==> config.mk <==
export PLATFORM = sky130hd
export DESIGN_NAME = cdb_arbiter
export DESIGN_NICKNAME = d
export VERILOG_FILES = /design/src/rtl/cdb_arbiter_pkg.sv /design/src/rtl/cdb_arbiter_rr_pick.sv /design/src/rtl/cdb_arbiter.sv
export SDC_FILE = /design/constraint.sdc
export NUM_CORES = 1
export LEC_CHECK = 0
export ABC_CLOCK_PERIOD_IN_PS = 4400
export CAP_MARGIN = 20
export CORE_MARGIN = 5
export CORE_UTILIZATION = 52
export CTS_CLUSTER_SIZE = 12
export DETAILED_ROUTE_END_ITERATION = 10
export DONT_BUFFER_PORTS = 1
export PLACE_DENSITY = 0.69
export SLEW_MARGIN = 25
export SYNTH_ARGS = -nofsm -noshare
export SYNTH_HDL_FRONTEND = slang
export SYNTH_SLANG_ARGS = --single-unit
==> constraint.sdc <==
create_clock -name clk -period 4.4 [get_ports clk]
set_clock_uncertainty 0.2 [all_clocks]
set_input_delay 0.88 -clock clk [delete_from_list [all_inputs] [get_ports clk]]
set_output_delay 0.88 -clock clk [all_outputs]
set_load 0.005 [all_outputs]
==> src/rtl/cdb_arbiter_pkg.sv <==
// cdb_arbiter_pkg: shared types and constants for the CDB arbiter.
//   ROB_IDX_W, PREG_W, DATA_W : default field widths of a CDB packet
//   cdb_pkt_t                 : one result packet (rob_idx, preg, result)
//   ptr_w()                   : width of a round-robin pointer over n requesters
package cdb_arbiter_pkg;

  localparam int ROB_IDX_W = 4;
  localparam int PREG_W    = 6;
  localparam int DATA_W    = 32;

  typedef struct packed {
    logic [ROB_IDX_W-1:0] rob_idx;
    logic [PREG_W-1:0]    preg;
    logic [DATA_W-1:0]    result;
  } cdb_pkt_t;

  // A pointer always needs at least one bit, even for two requesters.
  function automatic int ptr_w(input int n);
    return (n <= 2) ? 1 : $clog2(n);
  endfunction

endpackage

==> src/rtl/cdb_arbiter_rr_pick.sv <==
// cdb_arbiter_rr_pick: combinational round-robin picker.
//   req : request vector
//   ptr : highest-priority requester this cycle
//   gnt : one-hot grant (zero when nothing requests)
//   idx : index of the granted requester (zero when nothing requests)
//   any : at least one request present
module cdb_arbiter_rr_pick
  import cdb_arbiter_pkg::*;
#(
  parameter int NUM_FU = 4,
  parameter int PTR_W  = ptr_w(NUM_FU)
) (
  input  logic [NUM_FU-1:0] req,
  input  logic [PTR_W-1:0]  ptr,
  output logic [NUM_FU-1:0] gnt,
  output logic [PTR_W-1:0]  idx,
  output logic              any
);

  int               pos;
  logic [PTR_W-1:0] cand;

  // Scan ptr, ptr+1, ... (wrapping) and take the first requester found.
  always_comb begin
    gnt  = '0;
    idx  = '0;
    any  = 1'b0;
    pos  = 0;
    cand = '0;
    for (int k = 0; k < NUM_FU; k++) begin
      pos  = (int'(ptr) + k) % NUM_FU;
      cand = PTR_W'(pos);
      if (!any && req[cand]) begin
        any       = 1'b1;
        gnt[cand] = 1'b1;
        idx       = cand;
      end else begin
        any = any;
      end
    end
  end

endmodule

==> src/rtl/cdb_arbiter.sv <==
// cdb_arbiter: round-robin arbiter that puts at most one FU result per cycle
// onto the registered common data bus feeding the complete stage.
//   clk, rst_n (sync, active-low), flush (kills the in-flight packet)
//   fu_valid/fu_ready          : per-FU valid/ready handshake, grant one-hot
//   fu_rob_idx/fu_preg/fu_result : packed per-FU payload, FU i at slice i
//   cdb_valid/cdb_ready        : registered packet toward complete stage
//   cdb_rob_idx/cdb_preg/cdb_result : registered packet payload
// Optional: define CDB_STALL_CNT_EN to add stall_cnt[15:0], a saturating
// count of edges where some FU requested but nothing was transferred.
module cdb_arbiter #(
  parameter int NUM_FU    = 4,
  parameter int ROB_IDX_W = cdb_arbiter_pkg::ROB_IDX_W,
  parameter int PREG_W    = cdb_arbiter_pkg::PREG_W,
  parameter int DATA_W    = cdb_arbiter_pkg::DATA_W
) (
  input  logic                        clk,
  input  logic                        rst_n,
  input  logic                        flush,
  input  logic [NUM_FU-1:0]           fu_valid,
  output logic [NUM_FU-1:0]           fu_ready,
  input  logic [NUM_FU*ROB_IDX_W-1:0] fu_rob_idx,
  input  logic [NUM_FU*PREG_W-1:0]    fu_preg,
  input  logic [NUM_FU*DATA_W-1:0]    fu_result,
  output logic                        cdb_valid,
  input  logic                        cdb_ready,
  output logic [ROB_IDX_W-1:0]        cdb_rob_idx,
  output logic [PREG_W-1:0]           cdb_preg,
  output logic [DATA_W-1:0]           cdb_result
`ifdef CDB_STALL_CNT_EN
  ,
  output logic [15:0]                 stall_cnt
`endif
);

  localparam int PTR_W = cdb_arbiter_pkg::ptr_w(NUM_FU);
  localparam logic [PTR_W-1:0] LAST_FU = PTR_W'(NUM_FU - 1);

  logic [PTR_W-1:0]     rr_ptr;
  logic [NUM_FU-1:0]    pick_gnt;
  logic [PTR_W-1:0]     win_idx;
  logic                 pick_any;
  logic                 slot_free;
  logic                 grant_en;
  logic                 xfer;
  logic [ROB_IDX_W-1:0] rob_arr [NUM_FU];
  logic [PREG_W-1:0]    preg_arr [NUM_FU];
  logic [DATA_W-1:0]    res_arr [NUM_FU];

  for (genvar g = 0; g < NUM_FU; g++) begin : g_unpack
    assign rob_arr[g]  = fu_rob_idx[g*ROB_IDX_W +: ROB_IDX_W];
    assign preg_arr[g] = fu_preg[g*PREG_W +: PREG_W];
    assign res_arr[g]  = fu_result[g*DATA_W +: DATA_W];
  end

  cdb_arbiter_rr_pick #(
    .NUM_FU (NUM_FU),
    .PTR_W  (PTR_W)
  ) u_pick (
    .req (fu_valid),
    .ptr (rr_ptr),
    .gnt (pick_gnt),
    .idx (win_idx),
    .any (pick_any)
  );

  // Grant only into a free (or draining) slot, never during flush or reset.
  always_comb begin
    slot_free = !cdb_valid || cdb_ready;
    grant_en  = slot_free && !flush && rst_n;
    if (grant_en) begin
      fu_ready = pick_gnt;
      xfer     = pick_any;
    end else begin
      fu_ready = '0;
      xfer     = 1'b0;
    end
  end

  // CDB packet register and round-robin pointer.
  always_ff @(posedge clk) begin
    if (!rst_n) begin
      cdb_valid   <= 1'b0;
      cdb_rob_idx <= '0;
      cdb_preg    <= '0;
      cdb_result  <= '0;
      rr_ptr      <= '0;
    end else if (flush) begin
      // Payload is left stale; only the valid bit matters downstream.
      cdb_valid <= 1'b0;
      rr_ptr    <= '0;
    end else if (xfer) begin
      cdb_valid   <= 1'b1;
      cdb_rob_idx <= rob_arr[win_idx];
      cdb_preg    <= preg_arr[win_idx];
      cdb_result  <= res_arr[win_idx];
      rr_ptr      <= (win_idx == LAST_FU) ? '0 : win_idx + PTR_W'(1);
    end else if (cdb_ready) begin
      cdb_valid <= 1'b0;
    end
  end

`ifdef CDB_STALL_CNT_EN
  // Saturating count of edges where a request was pending but not taken.
  always_ff @(posedge clk) begin
    if (!rst_n || flush) begin
      stall_cnt <= 16'h0000;
    end else if ((|fu_valid) && !xfer && (stall_cnt != 16'hFFFF)) begin
      stall_cnt <= stall_cnt + 16'h0001;
    end
  end
`endif

endmodule

; After elaboration in Yosys (flattened, before gate mapping)
; Cells that the tools add are included.
[totals]
wordCells = 85
ff_bits = 45
inputBits = 176
[classes]
muxes = 42
n_addsub = 4
order_cmp = 9
reduce_logical = 18
eq_ne = 1
n_bitwise = 6
[ops]
columns = operator, count
row1 = binary-select mux 32 bit (select 2 bit), 1
row2 = 2-to-1 mux 32 bit, 2
row3 = 2-to-1 mux 4 bit, 7
row4 = 2-to-1 mux 1 bit, 15
row5 = binary-select mux 6 bit (select 2 bit), 1
row6 = "< comparator 2 x 3 -> 1 bit, second input constant", 4
row7 = 2-to-1 mux 6 bit, 2
row8 = OR 4 bit, 3
row9 = 2-to-1 mux 2 bit, 5
row10 = logical AND 1 bit, 9
row11 = binary-select mux 1 bit (select 2 bit), 4
row12 = binary-select mux 4 bit (select 2 bit), 1
row13 = demux 1 bit (select 2 bit), 4
row14 = ">= comparator 2 x 1 -> 1 bit, second input constant", 4
row15 = zero test 1 bit, 5
row16 = "adder 2 x 1 -> 2 bit, second input constant", 2
row17 = "adder 2 bit, second input constant", 2
row18 = ">= comparator 3 bit, second input constant", 1
row19 = NOT 2 -> 3 bit, 1
row20 = "== test 2 bit, second input constant", 1
row21 = NOT 1 bit, 2
row22 = AND reduction 2 bit, 1
row23 = nonzero test 2 bit, 1
row24 = OR reduction 2 bit, 1
row25 = logical OR 1 bit, 1

; Depth between registers and ports, before layout
; Gate-level depths: netlist (run 1).
[logic_depth]
depth_word = 16
mapped_depth = 12

; By module
; From an unflattened synthesis (run 1), not the netlist that was laid out.
[hier_totals]
cells_unflattened = 213
hier_area_um2 = 2932.8
[by_module_without_submodules]
columns = module, instances, seq_area_each_um2, area_per_inst_um2, cells_per_inst
row1 = cdb_arbiter, 1, 900.9, 2513.7, 168
row2 = cdb_arbiter_rr_pick, 1, 0.0, 419.2, 45

; Least setup slack after synthesis (run 1)
; No wires, ideal clock.
[synth_timing]
path_type = register to output
from = reg rr_ptr[0]
to = out fu_ready[0]
arrival_time_ns = 2.191
path_slack_ns = 1.129
path_stages_with_launch = 12
required_time_ns = 3.320
cell_sequence = dfxtp_1 -> buf_6 -> inv_2 -> ha_1 -> buf_4 -> buf_6 -> mux2i_1 -> mux2i_2 -> a211oi_2 -> a22o_1 -> mux2i_1 -> a21oi_1
[synth_via]
elab_chain_cells = 13
elab_cells_between_ends = 48
classes_between = add/sub: 3 / order compare: 8 / mux: 24 / bitwise: 3 / reduce/logical: 10
[synth_lines]
columns = item, line
row1 = "start, declared", cdb_arbiter.sv:38  ; logic [PTR_W-1:0] rr_ptr;
row2 = "start signal, assigned", cdb_arbiter.sv:96  ; rr_ptr <= (win_idx == LAST_FU) ? '0 : win_idx + PTR_W'(1);
row3 = branches (longest 11 deep; another with < comparator 2 x 3 -> 1 bit), -
row4 = 2-to-1 mux 4 bit (*), cdb_arbiter_rr_pick.sv:33  ; if (!any && req[cand]) begin
row5 = 2-to-1 mux 4 bit (*), cdb_arbiter.sv:70  ; if (grant_en) begin
row6 = "end, declared", cdb_arbiter.sv:20  ; output logic [NUM_FU-1:0] fu_ready,
; Every way passes the cells marked *. The select of a mux whose other input is x is not followed.

; Final worst setup path (run 1)
; Same ends and word-level chain as after synthesis.

==> metrics, run 1 <==
Hold Path Cell Cnt 2; antenna-violating nets left 0; crit share post-route between 80 and 90%; CP Launch Type flop; vias in the first global route 2983; Synth Net Count 618; most frequent cells in the layout nand2_1 (137), mux2i_1 (49), dfxtp_1 (45); core area slightly above 7000 um2; Post-layout nets a little under 600; Place WS around 0.92 ns; H-tree depth 2; Clk pin slew, worst setup/hold paths ~0.090 ns; simple-gate share of the synthesized area 18.5%; Max IR drop VDD between 0.1 and 0.15 mV; Setup Fix Bufs, Post-CTS 0; mapped cell area around 3800 um2; Async SR Flop Fraction 0%; fraction of layout cells with a size suffix above 1 a little over a quarter; largest family of logic cells by synthesized area multiplexers; XOR/XNOR Fraction of Synth Area less than 1%; CP endpoint kind primary output; Worst Hold Class reg2reg; r2r endpoint cdb_result[17]; status finished, final reports clean; CP top delay family compound AO/OA/AOI/OAI gates; quantity of gates resized following cts 0; most frequent CP cell mux2i_2; diode count 0; Synth cell types 48; # IOs 223; clock latency on the worst-skew pair 0.29 ns; die area approximately 9100 um2; Util after Layout between 50 and 60%; via/cell ratio between 6 and 7; Fin. Hold Viols 0; hold-fix buffers at CTS 0; Synth Flop Type dfxtp_1; port bufs 0; critical path launch point rr_ptr[0]; final cell count without fillers about 510; final setup vio count 0; Tot Pwr ~1100 uW; Vias 3091; power per cell area between 200 and 300 nW/um2; root buffer cell clkbuf_8; Slew Limit Headroom 46.7%; RD Place Congestion 0.855; Post-Route WL 9800 um; commonest non-fill, non-tap cell in the layout nand2_1; filler cell count about 650; fin. max-slew vios 0; # placed instances around 510; Starting DRT DRC Count 83; required time of the critical path between 3 and 4 ns; RSZ-0062 raised after global routing no; Initial Util between 50% and 60%; area grow syn2layout 1.88%; crit path max fanout 17; Post-route DRC 0; first-pass GRT wire length between 10000 and 15000 um; syn_area_per_cell between 8 and 9 um2; post-route setup TNS 0 ns; Ys Warns 0; Avg WL per Cell between 15 and 20 um; hold path start cdb_result[24]; leak pwr around 0.0015 uW; Worst R2R Start rr_ptr[0]; post-synthesis register bit count 45; Synth top area share roughly a quarter; First-pass DRT Iterations 4; initial antenna violation count 0; pin count of the biggest net entering global routing 54; clock buffer depth 2; Die H 95.3 um; Final WS setup approximately 0.56 ns; max_cap viols 0; CTS buffer count 5; # rows 31; Worst Hold Path EP cdb_result[24]; R2R cell count 9; Post-Syn Instances between 400 and 500; Fmax between 0.2 and 0.3 GHz; leading post-synthesis cells by cell area dfxtp_1 (24%), o211ai_2 (14%), nand2_1 (14%), mux2_2 (13%), mux2i_1 (13%); Post-synth EDFFs 0; CP peak stage delay approximately 0.68 ns; Worst Path Buf+Inv 1; Total GRT Usage between 10% and 20%; fin crit period around 3.8 ns; largest area contributor in the netlist dfxtp_1; mux contribution to synthesized area a little over a quarter; Die W approximately 95 um; CTS tree done; CP max stage cell ha_1; Congestion Overflow GR 0; clock sinks 45; CP arrival approximately 2.8 ns; post-synthesis sequential area ratio a little under a quarter; Slew @ Worst Pin between 0.7 and 0.8 ns; HPWL after detailed placement roughly 7700 um; R2R setup slack 1.41 ns; Synth Area in Compound Gates 21.3%; critical path type reg2out; Post-Synth Adder-Cell Area 2.31%; crit path cell chain inv_2 -> ha_1 -> mux2i_2 -> mux2i_2 -> a211oi_2 -> a22o_1 -> mux2i_1 -> a21oi_1
-- tightest hold or removal path, cell delays in order (launching register included) --
cell      delay [ns]
dfxtp_1         0.36
nand2_1         0.07
o211ai_2        0.05
-- flip-flops by register name, indices dropped and copies added, names as in the netlist --
register / cells
cdb_preg: 6
cdb_result: 32
cdb_rob_idx: 4
cdb_valid: 1
rr_ptr: 2
-- power by group --
group	leakage [uW]	internal, uW	total (uW)	switching (uW)
registers	0.000371	455	496	40.9
clock network	0.0000554	171	315	144
logic	0.00108	127	275	148
-- cells in the mapped netlist (all sizes together) (2+ instances only) --
master,count
nor2b,2
buf,29
nand2b,4
mux2,44
o21ai,5
dfxtp,45
ha,7
nor3,3
o211ai,45
clkbuf,8
nand2,137
and3b,2
a21oi,13
a31oi,2
a22o,4
inv,3
nor2,7
a211oi,5
mux2i,51
-- metal layers --
| metal | track usage (%) | part of all wire [%] | vias to the layer above |
|---|---|---|---|
| li1 | - | - | 1504 |
| met1 | 23.6 | 39 | 1421 |
| met2 | 34.1 | 49 | 156 |
| met3 | 6.16 | 11 | 10 |
| met4 | 4.45 | 1.1 | 0 |
| met5 | 0 | 0 | - |
-- area by class of cell --
cell class | instances | area [um2] | area share (%)
Multi-Input combinational cell | 350 | 2630 | 68.2
Sequential cell | 45 | 901 | 23.3
Tap cell | 99 | 124 | 3.21
Timing Repair Buffer | 9 | 80.1 | 2.08
Clock buffer | 6 | 72.6 | 1.88
Clock inverter | 2 | 38.8 | 1.01
Inverter | 3 | 11.3 | 0.292
-- worst max path at each step --
stage                   to  slack (ns)  depth (start not counted)
2_1_floorplan  fu_ready[0]        1.13                         11
3_3_place_gp   fu_ready[2]        1.06                          8
3_5_place_dp   fu_ready[0]        0.92                          8
4_1_cts        fu_ready[0]        0.58                          8
5_1_grt        fu_ready[0]        0.32                          8
6_report       fu_ready[0]        0.56                          8
-- through the flow --
step	cell area, um2	hold slack (ns)
2_1_floorplan	3790	0.259
3_3_place_gp	3750	0.283
3_5_place_dp	3750	0.287
4_1_cts	3860	0.316
5_1_grt	3860	0.331
6_report	3860	0.309
-- cells by family (layout without fill, tap and decap cells) --
kind of cell	count (synthesis)	count (layout)
AO/OA/AOI/OAI	81	81
XOR/XNOR	1	1
adder cells (fa/ha/maj)	7	7
buffers and inverters	40	20
flip-flops	45	45
multiplexers	95	95
AND/OR/NAND/NOR	166	166
Power figures use the tool's default switching activity.
==> inputs of run 2 (changes only) <==
CORE_UTILIZATION = 42   (was 52)
DONT_BUFFER_PORTS = unset   (was 1)
PLACE_DENSITY = 0.9   (was 0.69)
==> run 2 against run 1 <==
Core utilization up 16 points. Power is 21% higher. Sequential power shrank 3%. Die area increased by 21%.
==> metrics, run 2 (same netlist as run 1, synthesis figures left out) <==
Cell Area, Placed 6050 um2 (+61%); HPWL after detailed placement 10100 um (+31%); CTS tree done; diode count 0 (unchanged); CP Launch Type input port; Initial Util 43.2% (-9.6 points); CP endpoint kind primary output; crit path max fanout 9 (-8); max_cap viols 0 (unchanged); Comb pwr share 42.6% (+17 points); power per cell area 213 nW/um2 (-24%); post-route setup TNS 0 ns (unchanged); clock sinks 45 (unchanged); port bufs 222 (+222); Total GRT Usage 21.8% (+2.2 points); crit share post-route 96.0% (+8.8 points); RSZ-0062 raised after global routing no; Starting DRT DRC Count 194 (+130%); Clk pwr share 20.8% (-8.2 points); status finished, final reports clean; Biggest register cdb_result; Post-Route WL 12700 um (+30%); Avg WL per Cell 16.9 um (-11%); Sw Ratio 30.3% (-0.39 points); H-tree depth 2 (unchanged); Setup Fix Bufs, Post-CTS 0 (unchanged); CP max stage cell clkdlybuf4s50_1; Post-layout nets 825 (+38%); Slew @ Worst Pin 0.507 ns (-0.292 ns); RD Place Congestion 0.848 (-0.78%); Slew Limit Headroom 65.7% (+19 points); # rows 34 (+9.7%); Final WS setup 0.178 ns (-0.387 ns); design area 6160 um2 (+60%); pin count of the biggest net entering global routing 49 (-9.3%); root buffer cell clkbuf_8; Congestion Overflow GR 0 (unchanged); most frequent cells in the layout clkdlybuf4s50_1 (221), nand2_1 (137), mux2i_1 (48); CP arrival 3.14 ns (+0.38 ns); Worst Hold Class reg2reg; First-pass DRT Iterations 4 (unchanged); quantity of gates resized following cts 0 (unchanged); fraction of layout cells with a size suffix above 1 18.5% (-8.2 points); commonest non-fill, non-tap cell in the layout clkdlybuf4s50_1; Largest register FFs 32 (unchanged); Post-route DRC 0 (unchanged); core area 8760 um2 (+22%); via/cell ratio 5.32 (-12%); die area 11000 um2 (+21%); Die W 105 um (+10%); initial antenna violation count 0 (unchanged); Fmax 0.237 GHz (-9.2%); Largest regs cdb_result (32), cdb_preg (6), cdb_rob_idx (4); P_sw 398 uW (+19%); final setup vio count 0 (unchanged); Internal 914 uW (+22%); first-pass GRT wire length 20300 um (+43%); Place WS 0.0767 ns (-0.840 ns); antenna-violating nets left 0 (unchanged); Seq pwr share 36.6% (-9.1 points); Clk pin slew, worst setup/hold paths 0.09 ns (about the same); clock buffer depth 2 (unchanged); CTS buffer count 5 (unchanged); Tot Pwr 1310 uW (+21%); Fin. Hold Viols 0 (unchanged); required time of the critical path 3.32 ns (about the same); area grow syn2layout 62.6%; Util after Layout 70.3% (+16 points); leak pwr 0.00240 uW (+59%); Max IR drop VDD 0.122 mV (+4.9%); fin crit period 4.22 ns (+0.387 ns); Die H 105 um (+10%); hold-fix buffers at CTS 0 (unchanged); critical path type in2out; CP peak stage delay 0.57 ns (-0.11 ns); R2R setup slack 1.51 ns (+0.10 ns); vias in the first global route 4130 (+38%); crit path cell chain clkdlybuf4s50_1 -> mux2i_2 -> mux2i_2 -> a211oi_4 -> a22o_1 -> mux2i_1 -> a21oi_1 -> clkdlybuf4s50_1; Vias 3994 (+29%); clock latency on the worst-skew pair 0.29 ns (about the same); fin. max-slew vios 0 (unchanged); # IOs 223 (unchanged); filler cell count 669 (+2.6%)
[run 2: cell type report]
type / instances / area (um2) / share of cell area, %
clock buffer: 5 / 68.8 / 1.12
timing repair buffer: 237 / 2370 / 38.6
sequential: 45 / 901 / 14.6
tap: 108 / 135 / 2.19
clock inverter: 3 / 25.0 / 0.406
multi-input combinational: 350 / 2640 / 42.9
inverter: 3 / 11.3 / 0.183
[run 2: routing by layer]
layer  global-route usage, %  up-vias  part of all wire (%)
li1                        -     1948                     -
met1                    24.1     1828                    38
met2                    40.6      198                    51
met3                    6.17       20                   9.5
met4                    5.94        0                   2.1
met5                       0        -                     0
[run 2: through the flow]
stage	hold WS, ns	cells
after global placement	0.243	743
after global routing	0.294	751
after CTS	0.277	751
after floorplan	0.259	435
after detailed placement	0.250	743
final	0.272	751
[run 2: worst paths after layout]
kind | start | end | depth (start not counted)
worst max-delay path | fu_valid[2] | fu_ready[0] | 8
worst min-delay path | cdb_rob_idx[0] | cdb_rob_idx[0] | 2
worst max register to register | rr_ptr[1] | cdb_result[4] | 10
worst min register to register | cdb_rob_idx[0] | cdb_rob_idx[0] | 2
[run 2: critical path: cells and delay by family]
| family | cells | cell delay, ns |
|---|---|---|
| AO/OA/AOI/OAI | 3 | 0.61 |
| multiplexers | 3 | 0.57 |
| buffers and inverters | 2 | 1.09 |
[run 2: power groups by stage]
stage                     logic (uW)  registers [uW]  clock network, uW
after global placement           548             487                  0
after global routing             599             487                299
after CTS                        562             481                283
after detailed placement         560             489                  0
after floorplan                  252             491                  0
final                            558             481                273
==> inputs of run 3 (changes only) <==
RECOVER_POWER = 25   (was unset)
==> run 3 against run 2 <==
Register-to-register slack barely moved. Flip-flop and latch count did not move. Combinational power fell by 1%. Sequential power barely moved. First-iteration DRC count did not move. Worst setup slack got worse by 0.0010 ns. Maximum frequency barely moved. Sequential share of layout area did not move. Core utilization did not move. Critical endpoint unchanged.
==> metrics, run 3 (same netlist as run 1, synthesis figures left out) <==
Initial Util 43.2% (unchanged); Tot Pwr 1300 uW (-0.73%); port bufs 222 (unchanged); Comb pwr share 42.2% (-0.4 points); CP Launch Type input port; power per cell area 211 nW/um2 (-0.73%); CTS tree done; hold path start cdb_rob_idx[0]; Slew @ Worst Pin 0.507 ns (+0.00000310 ns); commonest non-fill, non-tap cell in the layout clkdlybuf4s50_1; final setup vio count 0 (unchanged); vias in the first global route 4130 (unchanged); First-pass DRT Iterations 4 (unchanged); Slew Limit Headroom 65.7% (about the same); # placed instances 743 (unchanged); # rows 34 (unchanged); required time of the critical path 3.32 ns (about the same); r2r endpoint cdb_result[4]; Total GRT Usage 21.8% (unchanged); diode count 0 (unchanged); Hold Path Cell Cnt 2 (unchanged); H-tree depth 2 (unchanged); root buffer cell clkbuf_8; Sw Ratio 30.5% (+0.16 points); Post-route DRC 0 (unchanged); Worst R2R Start rr_ptr[1]; antenna-violating nets left 0 (unchanged); R2R setup slack 1.51 ns (about the same); clock sinks 45 (unchanged); crit share post-route 96.0% (about the same); Internal 905 uW (-0.96%); Largest regs cdb_result (32), cdb_preg (6), cdb_rob_idx (4); CP arrival 3.14 ns (about the same); critical path type in2out; worst hold slack 0.266 ns (-0.00593 ns); Cell Area, Placed 6050 um2 (unchanged); R2R cell count 10 (unchanged); via/cell ratio 5.31 (-0.18%); Seq pwr share 36.8% (+0.2 points); Post-Route WL 12700 um (about the same); P_sw 397 uW (-0.19%); critical path launch point fu_valid[2]; Clk pin slew, worst setup/hold paths 0.09 ns (about the same); Fmax 0.237 GHz (about the same); Die W 105 um (unchanged); Worst Hold Path EP cdb_rob_idx[0]; Biggest register cdb_result; initial antenna violation count 0 (unchanged); final cell count without fillers 751 (unchanged); CP endpoint kind primary output; clock buffer depth 2 (unchanged); area grow syn2layout 62.6% (unchanged); leak pwr 0.00245 uW (+2.4%); fraction of layout cells with a size suffix above 1 18.5% (unchanged); CTS buffer count 5 (unchanged); max_cap viols 0 (unchanged); most frequent cells in the layout clkdlybuf4s50_1 (199), nand2_1 (137), mux2i_1 (48); filler cell count 669 (unchanged); Die H 105 um (unchanged); post-route setup TNS 0 ns (unchanged); status finished, final reports clean; core area 8760 um2 (unchanged); fin. max-slew vios 0 (unchanged); pin count of the biggest net entering global routing 49 (unchanged); design area 6160 um2 (unchanged); RSZ-0062 raised after global routing no; Starting DRT DRC Count 194 (unchanged); first-pass GRT wire length 20300 um (unchanged); Worst Hold Class reg2reg; Fin. Hold Viols 0 (unchanged); Setup Fix Bufs, Post-CTS 0 (unchanged); RD Place Congestion 0.848 (unchanged); Max IR drop VDD 0.122 mV (+0.12%); hold-fix buffers at CTS 0 (unchanged); Vias 3987 (-0.18%); # IOs 223 (unchanged); die area 11000 um2 (unchanged); Clk pwr share 21.0% (+0.2 points); HPWL after detailed placement 10100 um (unchanged); Avg WL per Cell 16.9 um (about the same); fin crit period 4.22 ns (+0.00101 ns); Congestion Overflow GR 0 (unchanged); Largest register FFs 32 (unchanged); clock latency on the worst-skew pair 0.29 ns (about the same); crit path max fanout 9 (unchanged); Post-layout nets 825 (unchanged)
[run 3: worst max-delay path, stage by stage]
cell and delay, ns:
clkdlybuf4s50_1 0.57, mux2i_2 0.29, mux2i_2 0.20, a211oi_4 0.26, a22o_1 0.18, mux2i_1 0.08
a21oi_1 0.17, clkdlybuf4s50_1 0.52
[run 3: worst max-delay path by stage]
stage,to,depth (start not counted)
after global placement,fu_ready[0],8
after CTS,fu_ready[0],8
after global routing,fu_ready[0],8
final,fu_ready[0],8
after detailed placement,fu_ready[0],8
after floorplan,fu_ready[0],11
[run 3: routing by layer]
layer | GRT usage (%) | share of wire, % | vias to the layer above
met5 | 0 | 0 | -
met4 | 5.94 | 2.1 | 0
met3 | 6.17 | 9.2 | 20
met2 | 40.6 | 51 | 187
met1 | 24.1 | 38 | 1833
li1 | - | - | 1947
[run 3: per-stage QoR]
step / util, % / setup slack (ns)
after detailed placement: 69.0 / 0.0767
after global placement: 69.0 / 0.288
final: 70.3 / 0.177
after floorplan: - / 1.13
after CTS: 70.1 / 0.0872
after global routing: 70.3 / 0.0461
[run 3: area by class of cell]
cell class	instances	area, um2	share of cell area, %
Multi-Input combinational cell	350	2640	42.9
Clock buffer	5	68.8	1.12
Sequential cell	45	901	14.6
Tap cell	108	135	2.19
Inverter	3	11.3	0.183
Clock inverter	3	25.0	0.406
Timing Repair Buffer	237	2370	38.6
[run 3: power by group through the flow]
stage          registers (uW)  clock network, uW  logic (uW)
2_1_floorplan             491                  0         252
3_3_place_gp              487                  0         548
3_5_place_dp              489                  0         560
4_1_cts                   481                283         562
5_1_grt                   486                299         590
6_report                  480                273         550
[run 3: timing repair]
item | in CTS | in global routing
setup endpoints to repair | 0 | 4
resized for setup | 0 | 4
endpoints found under the hold margin | 0 | 0
